**config.mk**
```make
export PLATFORM = sky130hd
export DESIGN_NAME = bus_peripheral
export DESIGN_NICKNAME = d
export VERILOG_FILES = /design/src/rtl/bus_peripheral.sv
export SDC_FILE = /design/constraint.sdc
export NUM_CORES = 1
export LEC_CHECK = 0
export BUFFER_PORTS_ARGS = -buffer_cell sky130_fd_sc_hd__buf_2
export CORE_MARGIN = 4
export CORE_UTILIZATION = 50
export CTS_CLUSTER_DIAMETER = 150
export CTS_CLUSTER_SIZE = 28
export DETAILED_ROUTE_END_ITERATION = 8
export PLACE_DENSITY = 0.78
export SYNTH_ARGS = -nofsm -noshare
export SYNTH_HDL_FRONTEND = slang
export SYNTH_SLANG_ARGS = --single-unit
```
**constraint.sdc**
```tcl
create_clock -name clk -period 4 [get_ports clk]
set_clock_uncertainty 0.15 [all_clocks]
set_input_delay 0.4 -clock clk [delete_from_list [all_inputs] [get_ports clk]]
set_output_delay 0.4 -clock clk [all_outputs]
set_load 0.01 [all_outputs]
```
**src/rtl/bus_peripheral.sv**
```systemverilog
// Memory-mapped peripheral block on the MEM-stage data bus. It holds an interval timer
// with interrupt, an LED register, a 4-digit hex seven-segment scanner and a cycle counter.
module bus_peripheral #(
  parameter logic [31:0] BASE_ADDR = 32'h4000_0000,
  parameter int unsigned SCAN_DIV  = 50000
) (
  input  logic        clk,
  input  logic        reset,
  input  logic        rd,
  input  logic        wr,
  input  logic [31:0] addr,
  input  logic [31:0] wdata,
  output logic [31:0] rdata,
  output logic [7:0]  led,
  output logic        irq,
  output logic [11:0] digi
);

  localparam int CNT_W = $clog2(SCAN_DIV);
  localparam logic [CNT_W-1:0] CNT_LAST = CNT_W'(SCAN_DIV - 1);

  localparam logic [2:0] REG_TH   = 3'd0;
  localparam logic [2:0] REG_TL   = 3'd1;
  localparam logic [2:0] REG_TCON = 3'd2;
  localparam logic [2:0] REG_LED  = 3'd3;
  localparam logic [2:0] REG_DISP = 3'd4;
  localparam logic [2:0] REG_TICK = 3'd5;

  logic [31:0]      th_q, th_d, tl_q, tl_d, tick_q, tick_d;
  logic [2:0]       tcon_q, tcon_d;
  logic [7:0]       led_q, led_d;
  logic [15:0]      disp_q, disp_d;
  logic [CNT_W-1:0] scan_cnt_q, scan_cnt_d;
  logic [1:0]       idx_q, idx_d;
  logic             irq_q, irq_d;
  logic [11:0]      digi_q, digi_d;

  logic       hit, wr_hit, overflow, ovf_set;
  logic [2:0] sel;
  logic [3:0] nibble;

  function automatic logic [6:0] hex_to_seg(input logic [3:0] v);
    case (v)
      4'h0: return 7'b1000000;
      4'h1: return 7'b1111001;
      4'h2: return 7'b0100100;
      4'h3: return 7'b0110000;
      4'h4: return 7'b0011001;
      4'h5: return 7'b0010010;
      4'h6: return 7'b0000010;
      4'h7: return 7'b1111000;
      4'h8: return 7'b0000000;
      4'h9: return 7'b0010000;
      4'hA: return 7'b0001000;
      4'hB: return 7'b0000011;
      4'hC: return 7'b1000110;
      4'hD: return 7'b0100001;
      4'hE: return 7'b0000110;
      default: return 7'b0001110;
    endcase
  endfunction

  assign hit    = (addr[31:5] == BASE_ADDR[31:5]);
  assign sel    = addr[4:2];
  assign wr_hit = wr && hit;

  always_comb begin
    // NOTE: every signal written here gets a default first, so no latch is inferred.
    th_d       = th_q;
    tl_d       = tl_q;
    led_d      = led_q;
    disp_d     = disp_q;
    tick_d     = tick_q + 32'd1;
    scan_cnt_d = scan_cnt_q + 1'b1;
    idx_d      = idx_q;

    overflow = tcon_q[0] && (tl_q == 32'hFFFF_FFFF);
    ovf_set  = overflow && tcon_q[1];
    if (tcon_q[0]) tl_d = overflow ? th_q : tl_q + 32'd1;
    tcon_d = {tcon_q[2] | ovf_set, tcon_q[1:0]};

    // Bus writes are applied last so they override the timer's own update.
    if (wr_hit) begin
      case (sel)
        REG_TH:   th_d   = wdata;
        REG_TL:   tl_d   = wdata;
        REG_TCON: tcon_d = {wdata[2] | ovf_set, wdata[1:0]};
        REG_LED:  led_d  = wdata[7:0];
        REG_DISP: disp_d = wdata[15:0];
        default:  ;
      endcase
    end
    irq_d = tcon_d[1] & tcon_d[2];

    if (scan_cnt_q == CNT_LAST) begin
      scan_cnt_d = '0;
      idx_d      = idx_q + 2'd1;
    end

    // Display is built from next-state values so anodes and segments stay aligned.
    case (idx_d)
      2'd0:    nibble = disp_d[3:0];
      2'd1:    nibble = disp_d[7:4];
      2'd2:    nibble = disp_d[11:8];
      default: nibble = disp_d[15:12];
    endcase
    digi_d = {~(4'b0001 << idx_d), 1'b1, hex_to_seg(nibble)};
  end

  always_comb begin
    rdata = 32'h0;
    if (rd && hit) begin
      case (sel)
        REG_TH:   rdata = th_q;
        REG_TL:   rdata = tl_q;
        REG_TCON: rdata = {29'h0, tcon_q};
        REG_LED:  rdata = {24'h0, led_q};
        REG_DISP: rdata = {16'h0, disp_q};
        REG_TICK: rdata = tick_q;
        default:  rdata = 32'h0;
      endcase
    end
  end

  // NOTE: state updates use non-blocking assignments so every flop samples pre-edge values.
  always_ff @(posedge clk) begin
    if (reset) begin
      th_q       <= '0;
      tl_q       <= '0;
      tcon_q     <= '0;
      led_q      <= '0;
      disp_q     <= '0;
      tick_q     <= '0;
      scan_cnt_q <= '0;
      idx_q      <= '0;
      irq_q      <= 1'b0;
      digi_q     <= 12'b1110_1_1000000;
    end else begin
      th_q       <= th_d;
      tl_q       <= tl_d;
      tcon_q     <= tcon_d;
      led_q      <= led_d;
      disp_q     <= disp_d;
      tick_q     <= tick_d;
      scan_cnt_q <= scan_cnt_d;
      idx_q      <= idx_d;
      irq_q      <= irq_d;
      digi_q     <= digi_d;
    end
  end

  assign led  = led_q;
  assign irq  = irq_q;
  assign digi = digi_q;

endmodule

```
# After elaboration in Yosys (flattened, before gate mapping)
# Memory sizes are Yosys's and may differ from the RTL's. A register that Yosys moved wholly into a read port is not among the register bits.
# Cells that the tools add are included.
[word_totals] memories=1 in_bits=68 ff_bits=154 rom_bits=112 output_inout_bits=53
[mem_list] name="(name not given)" words=16 width=7 rd=1 rd_ports_with_merged_regs=1 write_ports=0 line_no="43" text="case (v)"
[classes] reduce_logical=10 n_bitwise=4 n_shift=1 mux=12 n_addsub=4 eq_ne=10
[op_table] cell="$pmux W32 S6" count=1
[op_table] cell="$mux W32" count=5
[op_table] cell="$add A32 B1 Y32 const B" count=2
[op_table] cell="$eq A32 B32 Y1 const B" count=1
[op_table] cell="$mux W16" count=2
[op_table] cell="$eq A27 B26 Y1 const B" count=1
[op_table] cell="$add A16 B1 Y16 const B" count=1
[op_table] cell="$eq A16 B16 Y1 const B" count=1
[op_table] cell="$pmux W4 S3" count=1
[op_table] cell="$eq A3 B2 Y1 const B" count=2
[op_table] cell="$eq A3 B3 Y1 const B" count=2
[op_table] cell="$mux W3" count=2
[op_table] cell="$reduce_and A2 Y1" count=3
[op_table] cell="$logic_and A1 B1 Y1" count=4
[op_table] cell="$not A4 Y4" count=1
[op_table] cell="$shl A1 B2 Y4 const A" count=1
[op_table] cell="$eq A3 B1 Y1 const B" count=1
[op_table] cell="$logic_not A3 Y1" count=1
[op_table] cell="$add A2 B1 Y2 const B" count=1
[op_table] cell="$eq A2 B1 Y1 const B" count=1
[op_table] cell="$eq A2 B2 Y1 const B" count=1
[op_table] cell="$logic_not A2 Y1" count=1
[op_table] cell="$mux W2" count=1
[op_table] cell="$or A1 B1 Y1" count=2
[op_table] cell="2 further kinds" count=2

# Longest topological paths before layout
# Gate-level depths: netlist (run 1).
[depth] word_depth=7 depth_mapped=12 mapped_depth_nobuf=11

# Least setup slack after synthesis (run 1)
# No wires, ideal clock.
[synth_path] path_type="in2reg" start="input addr[3]" end="register digi_q[3], in the netlist digi[3]" setup_slack_ps=597 cell_stages=12 t_arrival_ps=3138 path_buffers=2 path_cell_list="clkbuf_1 nor4bb_1 and4_1 buf_2 nand3_1 a2111oi_0 nor4_1 or2_2 ha_1 inv_1 mux4_1 and2_1"
[synth_between] elab_chain_len=4
[synth_lines] element="start: declaration" line_no="11" text="input logic [31:0] addr,"
[synth_lines] element="$eq A3 B3 Y1" line_no="84" text="case (sel)"
[synth_lines] element="$mux W16" line_no="84"
[synth_lines] element="$mux W16" line_no="83" text="if (wr_hit) begin"
[synth_lines] element="$pmux W4 S3" line_no="101" text="case (idx_d)"
[synth_lines] element="end: declaration" line_no="36" text="logic [11:0] digi_q, digi_d;"
# No other way between the ends.
# A chain may end at the register's enable or synchronous reset.

# Final worst setup path (run 1)
[layout_path] start="register scan_cnt_q[5]" end="register digi_q[3], in the netlist digi[3]"
[layout_between] elab_chain_len=4
[layout_lines] element="start: declaration" line_no="33" text="logic [CNT_W-1:0] scan_cnt_q, scan_cnt_d;"
[layout_lines] element="start signal: assignment" line_no="145" text="scan_cnt_q <= scan_cnt_d;"
[layout_lines] element="$eq A16 B16 Y1 *" line_no="95" text="if (scan_cnt_q == CNT_LAST) begin"
[layout_lines] element="$mux W2 *" line_no="95"
[layout_lines] element="$eq A2 B2 Y1, or another cell as far along" line_no="101"
[layout_lines] element="$pmux W4 S3 *" line_no="101"
# Mark *: on every way between the ends. The rest lies on a longest branch, timed or not.

==> flow_summary.yaml, run 1 <==
global_route:
  grt_antenna_before_repair: 0
  grt_pass1_wl_um: 40690
  gr-total-overflow: 0
  grt_pass1_vias: 7975
  grt_max_degree: 74
  gr-usage-all-layers: 0.2721
clock_network:
  cts_hold_buffers: 0
  clock_sinks: 153
  cts_tree: "yes"
  worstSkewPairLatency_ps: 440
  cts_buffers: 17
  cts_setup_buffers: 0
  post_cts_resized: 0
  cts_buffer_depth: 2
  htreeDepth: 4
  cts_root_buf: "clkbuf_16"
  path_clk_slew_ps: 70
routing:
  vias: 8506
  wl_met3_um: 2379
  wl_met1_um: 10590
  ant_nets: 0
  first_pass_iters: 8
  wire_per_inst_um: 18.14
  wirelength_um: 25580
  drt_iter0_drc: 903
  routed.top_layer: "met4"
  viasPerCell: 6.033
  wl_met2_um: 12000
  drc: 0
setup_path:
  path_depth: 10
  path_class: "flip-flop to flip-flop"
  path_cells: "or4_4 > nor4_4 > xnor2_1 > a21oi_1 > nor4_1 > or2_2 > inv_1 > ha_1 > mux4_1 > and2_1"
  worst-path-max-fanout: 5
  crit_buf_inv: 1
  arrival_ps: 3830
  endpoint: "digi[3]$_SDFF_PP0_"
  crit_required_ps: 4180
  ff2ff_path_depth: 10
  timing.reg2reg.setup_slack_ps: 350
  critPathLaunchType: "flip-flop"
  critPathLaunch: "scan_cnt_q[5]$_SDFF_PP0_"
  cp-end-kind: "flip-flop"
  r2r_start: "scan_cnt_q[5]$_SDFF_PP0_"
  cpMaxStageDelayCell: "or4_4"
  crit_path_max_incr_delay_ps: 590
  critPathTopFamily: "simple AND/OR/NAND/NOR gates"
  timing.rr.end: "digi[3]$_SDFF_PP0_"
power_and_ir_drop:
  peakVddDrop_uv: 309.2
  p_leak_nw: 3.561
  power.density_mw_per_mm2: 327.8
sta:
  slew_headroom: 0.4116
  setup_tns_ps: 0
  finalCritPeriodShare: 0.9116
  finalMaxSlewViolations: 0
  hold_viol_final: 0
  rsz0062_at_grt: "no"
  min_period_ps: 3647
  setup_ws_ps: 353.4
  finalSetupViolCount: 0
  fmax_mhz: 274.2
  tightest_slew_ps: 877.9
die:
  dieArea_sq_mm: 0.01903
  io_pins: 121
  start_util: 0.5091
  core.rowCount: 47
  die_x_um: 137.9
  die_y_um: 137.9
  core_sq_mm: 0.01658
placement:
  place_congestion: 0.9074
  portBuffers: 117
  postPlaceCellArea_sq_mm: 0.009264
  place_hpwl_um: 17850
  place_ws_ps: 289.9
yosys:
  syn_nets: 1159
  synth.yosys.seq_area_share: 0.3628
  synth-simple-area-share: 0.2717
  synth_top_family_by_area: "simple AND/OR/NAND/NOR gates"
  yosys_register_bits: 153
  ys_types: 67
  synth_fa_ha_area_frac: 0.01334
  synthTopCellsByArea: "dfxtp_1 (36%), nand2_1 (6.9%), nor2_1 (6.6%), a21oi_1 (6.5%), mux2i_1 (5.3%)"
  ys_async_sr_fraction: 0
  synth.top_cell.area_share: 0.3628
  synth_flop_cell: "dfxtp_1"
  synth_edf_count: 0
  synth_compound_area_frac: 0.1728
  syn_inst: 1082
  yosysWarnings: 0
  yosys.area.top_type: "dfxtp_1"
  synthesis.area_sq_mm: 0.008442
  syn_avg_cell_area_sq_um: 7.802
  synth_xor_area_frac: 0.04772
  muxShareOfSynthArea: 0.09249
outcome:
  outcome: "completed"
finish:
  layout_common_cells: "nand2_1 (156), dfxtp_1 (153), nor2_1 (149)"
  syn_to_final_growth_pct: 16.36
  design_area_sq_mm: 0.009823
  final_common_cell: "nand2_1"
  finish.utilization: 0.5923
  nNetsFinal: 1254
  antenna_cells: 0
  layout-drive-gt1-share: 0.1723
job:
  max_cap_violations: 0
min_path:
  min_path_type: "primary input to flip-flop"
[worst min-delay path by stage]
stage	start	endpoint	slack (ps)	cells after the start
after floorplan	scan_cnt_q[0]$_SDFF_PP0_	scan_cnt_q[0]$_SDFF_PP0_	260	1
after global placement	scan_cnt_q[0]$_SDFF_PP0_	scan_cnt_q[0]$_SDFF_PP0_	280	1
after detailed placement	scan_cnt_q[0]$_SDFF_PP0_	scan_cnt_q[0]$_SDFF_PP0_	290	1
after CTS	wdata[31]	tl_q[31]$_SDFF_PP0_	9	2
after global routing	wdata[31]	tl_q[31]$_SDFF_PP0_	30	2
final	wdata[31]	tl_q[31]$_SDFF_PP0_	20	2
[Yosys cell counts, types with 3 or more instances]
cell	count
a2bb2oi_1	3
inv_1	14
nand4_1	16
or2_2	3
mux2_2	7
dfxtp_1	153
a21oi_1	110
and4_1	10
mux4_2	10
clkbuf_1	55
a2111oi_0	3
buf_1	7
nand3b_1	4
o211ai_1	11
and2_1	13
ha_1	9
nor3_1	19
xnor2_1	23
or3_1	12
and3_1	19
nor4_1	13
nand3_1	45
nor2b_1	13
o21ai_0	41
o22a_1	5
nand2_1	156
xor2_1	23
a31oi_1	11
mux2i_1	45
buf_2	3
a21o_1	6
a22oi_1	13
nor2_1	149
a211oi_1	16
[sequential cells by signal, summed over array words and instances, names as in the netlist, 2 cells and up]
signal,cells
tcon_q,3
led,8
idx_q,2
scan_cnt_q,16
disp_q,16
tl_q,32
digi,11
th_q,32
tick_q,32
[worst reg2reg max path: stages (launching register included)]
cell,delay (ps)
dfxtp_1,350
or4_4,590
nor4_4,370
xnor2_1,300
a21oi_1,70
nor4_1,470
or2_2,250
inv_1,80
ha_1,250
mux4_1,480
and2_1,170
[logic make-up (layout without fill, tap and decap cells)]
group	Yosys count	in the layout
buf+inv	83	191
compound gates	240	240
mux	63	63
fa+ha+maj	9	9
simple gates	487	487
xor+xnor	46	46
other cells	1	1
flops	153	153
[stage by stage]
step                      hold slack [ps]  power, mW  instances
after detailed placement            290.7      1.704       1378
after CTS                           8.671      3.235       1410
final                               19.19      3.220       1410
after global placement              283.8      1.703       1378
after global routing                30.67      3.313       1410
after floorplan                     263.2      1.635       1082
[final cells by class]
type | instances | area [sq um]
clock buffers | 17 | 425.4
clock inverters | 15 | 133.9
fillers | 1481 | 6760
inverters | 16 | 60.06
multi-input cells | 846 | 5070
flip-flops and latches | 153 | 3063
well taps | 220 | 275.3
repair buffers | 143 | 795.8
[metal layers]
metal | vias to the layer above | track usage
met5 | - | 0
met3 | 56 | 0.05878
met2 | 451 | 0.4374
met1 | 3970 | 0.3594
li1 | 4029 | -
met4 | 0 | 0.1037
[where the power goes]
group	leakage [nW]	internal, mW	switching (mW)
sequential	1.23	1.53	0.00486
combinational	2.05	0.0480	0.0922
clock	0.278	0.816	0.731
No activity file was read; power rests on OpenSTA's default activity.
==> run 2: changes to the inputs <==
- CELL_PAD_IN_SITES_DETAIL_PLACEMENT: not set -> 1
- CELL_PAD_IN_SITES_GLOBAL_PLACEMENT: not set -> 1
- CORE_UTILIZATION: 50 -> 43
- PLACE_DENSITY: 0.78 -> 0.88
==> flow_summary.yaml, run 2 (same netlist as run 1, synthesis figures left out) <==
routing:
  ant_nets: 0
  wire_per_inst_um: 20.55
  wirelength_um: 29850
  drt_iter0_drc: 612
  first_pass_iters: 5
  viasPerCell: 5.924
  drc: 0
  vias: 8607
global_route:
  grt_antenna_before_repair: 0
  grt_use_met3: 0.05454
  grt_max_degree: 87
  gr-usage-all-layers: 0.2695
  grtUsageMet1: 0.3321
  busiest_layer: "met2"
  gr-total-overflow: 0
  grt_use_met2: 0.4807
  grt_pass1_wl_um: 47640
  grt_pass1_vias: 8876
sta:
  finalMaxSlewViolations: 0
  fmax_mhz: 273.5
  slew_headroom: 0.4461
  hold_viol_final: 0
  setup_tns_ps: 0
  finalSetupViolCount: 0
  whs_ps: 29.52
  rsz0062_at_grt: "no"
  finalCritPeriodShare: 0.9140
  min_period_ps: 3656
  tightest_slew_ps: 823.3
finish:
  stdcell_count: 1453
  reg.largest.list: "th_q: 32 flops, tick_q: 32 flops, tl_q: 32 flops"
  antenna_cells: 0
  layout_common_cells: "nand2_1 (156), dfxtp_1 (153), nor2_1 (149)"
  seqCellArea_sq_mm: 0.003063
  syn_to_final_growth_pct: 17.64
  nFillCells: 2389
  finish.utilization: 0.5222
  nNetsFinal: 1257
  final_common_cell: "nand2_1"
  layout-drive-gt1-share: 0.1744
  design_area_sq_mm: 0.009931
  multi_input_area_sq_mm: 0.005070
min_path:
  min_path_type: "primary input to flip-flop"
die:
  dieArea_sq_mm: 0.02194
  die_y_um: 148.1
  io_pins: 121
  core.rowCount: 50
  core_sq_mm: 0.01902
  start_util: 0.4439
  die_x_um: 148.1
setup_path:
  critPathLaunchType: "flip-flop"
  arrival_ps: 3850
  path_cells: "or4_4 > nor4_4 > xnor2_1 > a21oi_1 > nor4_1 > or2_2 > inv_1 > ha_1 > mux4_1 > and2_1"
  crit_required_ps: 4190
  cpMaxStageDelayCell: "or4_4"
  cp-end-kind: "flip-flop"
  path_class: "flip-flop to flip-flop"
  crit_path_max_incr_delay_ps: 590
  worst-path-max-fanout: 5
power_and_ir_drop:
  peakVddDrop_uv: 234.8
  power.density_mw_per_mm2: 335.4
  p_leak_nw: 3.582
placement:
  place_congestion: 0.8767
  dpl.cell_count: 1421
  postPlaceCellArea_sq_mm: 0.009336
  portBuffers: 117
  place_hpwl_um: 20640
clock_network:
  htreeDepth: 4
  cts_buffer_depth: 2
  cts_setup_buffers: 0
  cts_buffers: 17
  cts_root_buf: "clkbuf_16"
  post_cts_resized: 0
  cts_hold_buffers: 0
  worstSkewPairLatency_ps: 450
  path_clk_slew_ps: 70
  cts_tree: "yes"
  clock_sinks: 153
outcome:
  outcome: "completed"
job:
  max_cap_violations: 0
[run 2: cell types whose count changed in the layout (fill, tap and decap cells not counted), sizes merged]
cell / delta
clkbuf: +1
clkinv: -6
clkinvlp: +3
inv: +1
buf: +3
bufinv: +1
[run 2: area by class of cell]
type | count | area share
tap | 260 | 0.03276
multi-input combinational | 846 | 0.5105
sequential | 153 | 0.3084
clock buffer | 18 | 0.04422
timing repair buffer | 146 | 0.08240
inverter | 16 | 0.006048
clock inverter | 14 | 0.01562
[run 2: final timing paths]
| kind | start | end | slack, ps | depth (start not counted) |
|---|---|---|---|---|
| worst max register to register | scan_cnt_q[5]$_SDFF_PP0_ | digi[3]$_SDFF_PP0_ | 340 | 10 |
| worst min register to register | scan_cnt_q[0]$_SDFF_PP0_ | scan_cnt_q[0]$_SDFF_PP0_ | 300 | 1 |
| worst max-delay path | scan_cnt_q[5]$_SDFF_PP0_ | digi[3]$_SDFF_PP0_ | 340 | 10 |
| worst min-delay path | wdata[22] | tl_q[22]$_SDFF_PP0_ | 30 | 3 |
[run 2: worst max-delay path, delay by kind of cell, from the launching register on]
family	cells	cell delay (ps)
buffers and inverters	1	90
AO/OA/AOI/OAI	1	80
XOR/XNOR	1	280
multiplexers	1	480
AND/OR/NAND/NOR	5	1860
adder cells (fa/ha/maj)	1	250
flip-flops	1	360
[run 2: metal layers]
metal	part of all wire	up-vias
met5	0	-
met4	0.020	0
met3	0.053	48
met2	0.50	237
met1	0.43	4286
li1	-	4036
[run 2: through the flow]
| step | power [mW] | worst slack, ps |
|---|---|---|
| after global placement | 1.705 | 330.0 |
| after CTS | 3.338 | 349.4 |
| final | 3.331 | 343.9 |
| after floorplan | 1.635 | 597.0 |
| after global routing | 3.428 | 98.51 |
| after detailed placement | 1.709 | 244.8 |
[run 2: power breakdown]
| part | total [mW] | leakage (nW) | switching [mW] | internal [mW] |
|---|---|---|---|---|
| Clock | 1.65 | 0.283 | 0.753 | 0.901 |
| Sequential | 1.53 | 1.23 | 0.00578 | 1.53 |
| Combinational | 0.144 | 2.07 | 0.0954 | 0.0482 |
==> run 3: changes to the inputs <==
- ABC_AREA: not set -> 1
- CORE_UTILIZATION: 43 -> 41
- PLACE_DENSITY: 0.88 -> 0.87
- RECOVER_POWER: not set -> 100
==> flow_summary.yaml, run 3 <==
yosys:
  synthTopCellsByArea: "dfxtp_1 (35%), nand2_1 (13%), inv_1 (7.0%), nor2_1 (6.6%), o21ai_0 (6.5%)"
  synth_edf_count: 0
  synthesis.area_sq_mm: 0.008870
  syn_avg_cell_area_sq_um: 6.531
  yosys_register_bits: 153
  syn_inst: 1358
  synth.top_cell.area_share: 0.3453
  ys_async_sr_fraction: 0
  synth_flop_cell: "dfxtp_1"
  yosysWarnings: 0
  ys_types: 51
  syn_nets: 1435
  yosysMostFrequentCell: "nand2_1"
  synth.yosys.seq_area_share: 0.3453
  yosys.area.top_type: "dfxtp_1"
  yosys-top-cells-count: "nand2_1 (300), inv_1 (166), nor2_1 (155), dfxtp_1 (153), o21ai_0 (115)"
clock_network:
  cts_buffers: 17
  clock_sinks: 153
  worstSkewPairLatency_ps: 430
  cts_root_buf: "clkbuf_16"
  htreeDepth: 4
  cts_hold_buffers: 0
  post_cts_resized: 0
  path_clk_slew_ps: 60
  cts_tree: "yes"
  cts_setup_buffers: 0
  cts_buffer_depth: 2
setup_path:
  cpMaxStageDelayCell: "dfxtp_1"
  crit_required_ps: 4200
  cp-end-kind: "flip-flop"
  path_cells: "ha_1 > nand3_1 > nor2_1 > nand4_1 > nor2_1 > nand2_2 > inv_1 > nand2_1 > nor2_8 > inv_1 > a21oi_1 > o21ai_0 > a31oi_1"
  timing.reg2reg.setup_slack_ps: 700
  path_class: "flip-flop to flip-flop"
  critPathLaunch: "tl_q[0]$_SDFF_PP0_"
  arrival_ps: 3500
  critPathLaunchType: "flip-flop"
  crit_path_max_incr_delay_ps: 420
  r2r_start: "tl_q[0]$_SDFF_PP0_"
  worst-path-max-fanout: 27
routing:
  first_pass_iters: 7
  wirelength_um: 31720
  wire_per_inst_um: 18.29
  vias: 9599
  drc: 0
  drt_iter0_drc: 568
  viasPerCell: 5.536
  ant_nets: 0
die:
  io_pins: 121
  die_y_um: 155.1
  dieArea_sq_mm: 0.02405
  die_x_um: 155.1
  start_util: 0.4193
  core.rowCount: 53
  core_sq_mm: 0.02115
sta:
  finalSetupViolCount: 0
  fmax_mhz: 302.9
  min_period_ps: 3301
  finalCritPeriodShare: 0.8253
  setup_tns_ps: 0
  tightest_slew_ps: 2171
  slew_headroom: -0.4475
  rsz0062_at_grt: "no"
  hold_viol_final: 0
  finalMaxSlewViolations: 40
placement:
  place_hpwl_um: 23210
  portBuffers: 117
  place_congestion: 0.9044
global_route:
  gr-usage-all-layers: 0.2631
  gr-total-overflow: 0
  grt_max_degree: 74
  grt_pass1_vias: 9845
  grt_pass1_wl_um: 51180
  grt_antenna_before_repair: 0
power_and_ir_drop:
  p_leak_nw: 3.685
  peakVddDrop_uv: 289.0
  power.density_mw_per_mm2: 340.6
min_path:
  hold_start: "wdata[30]"
  min_path_type: "primary input to flip-flop"
outcome:
  outcome: "finished with violations"
  violations: "max-capacitance violations, max-slew violations"
finish:
  final_common_cell: "nand2_1"
  finish.utilization: 0.4803
  nFillCells: 2881
  nNetsFinal: 1524
  syn_to_final_growth_pct: 14.56
  reg.largest.list: "th_q: 32 flops, tick_q: 32 flops, tl_q: 32 flops"
  layout_common_cells: "nand2_1 (301), inv_1 (170), nor2_1 (156)"
  layout-drive-gt1-share: 0.09733
  antenna_cells: 0
job:
  max_cap_violations: 1
-- run 3: cell count changes in the layout (fill, tap and decap cells not counted), moves of 14 or more --
cell and change:
inv_1 +156, nand2_1 +145, xnor2_1 -14, o21ai_0 +76, buf_2 -48, and3_1 -18, a21oi_1 -28, clkbuf_1 +54
buf_4 -17, nand3_1 +31, mux2i_1 -45, a31oi_1 +32
-- run 3: path summary, 6_finish.rpt --
path	endpoint	cells past startpoint
worst max-delay path	tl_q[0]$_SDFF_PP0_	13
worst min register to register	scan_cnt_q[0]$_SDFF_PP0_	1
worst max register to register	tl_q[0]$_SDFF_PP0_	13
worst min-delay path	th_q[30]$_SDFFE_PP0P_	3
-- run 3: layer usage --
layer | GRT usage | routed length (um)
met2 | 0.4529 | 15510
met1 | 0.3396 | 13910
met3 | 0.04061 | 1579
met5 | 0 | 0
met4 | 0.08116 | 713
-- run 3: kinds of logic (layout without fill, tap and decap cells) --
group	Yosys count	count (layout)	share of synthesized area
AO/OA/AOI/OAI	302	302	0.1950
other	1	1	0.0004228
buffers and inverters	236	337	0.1035
XOR/XNOR	31	31	0.03061
adder cells (fa/ha/maj)	9	9	0.01270
flip-flops	153	153	0.3453
AND/OR/NAND/NOR	626	626	0.3125
-- run 3: final cells by class --
| class | instances | area, sq um | share of cell area |
|---|---|---|---|
| Multi-Input combinational cell | 969 | 4837 | 0.4760 |
| Sequential cell | 153 | 3063 | 0.3014 |
| Inverter | 174 | 653.1 | 0.06428 |
| Tap cell | 275 | 344.1 | 0.03386 |
| Clock inverter | 8 | 167.7 | 0.01650 |
| Clock buffer | 23 | 467.9 | 0.04605 |
| Timing Repair Buffer | 132 | 628.1 | 0.06181 |
-- run 3: report_power, final --
| part | internal (mW) | switching, mW |
|---|---|---|
| sequential | 1.53 | 0.00443 |
| combinational | 0.0464 | 0.107 |
| clock | 1.14 | 0.639 |
| total | 2.71 | 0.750 |
-- run 3: critical path: cells and delay by family, from the launching register on --
kind	cells	cell delay [ps]
adders and majority gates	1	220
buffers and inverters	2	410
AOI/OAI and AO/OA	3	450
and+or+nand+nor	7	1570
DFF	1	420
-- run 3: metrics by stage --
stage / power (mW) / setup slack, ps / hold slack [ps] / cell area, sq um / std cells
floorplan: 1.640 / 1594 / 267.5 / 8870 / 1358
global placement: 1.712 / 971.5 / 283.6 / 9654 / 1703
detailed placement: 1.718 / 838.2 / 306.6 / 9654 / 1703
CTS: 3.486 / 1036 / 75.13 / 10290 / 1734
global route: 3.565 / 438.2 / 96.82 / 10160 / 1734
finish: 3.461 / 698.7 / 77.89 / 10160 / 1734
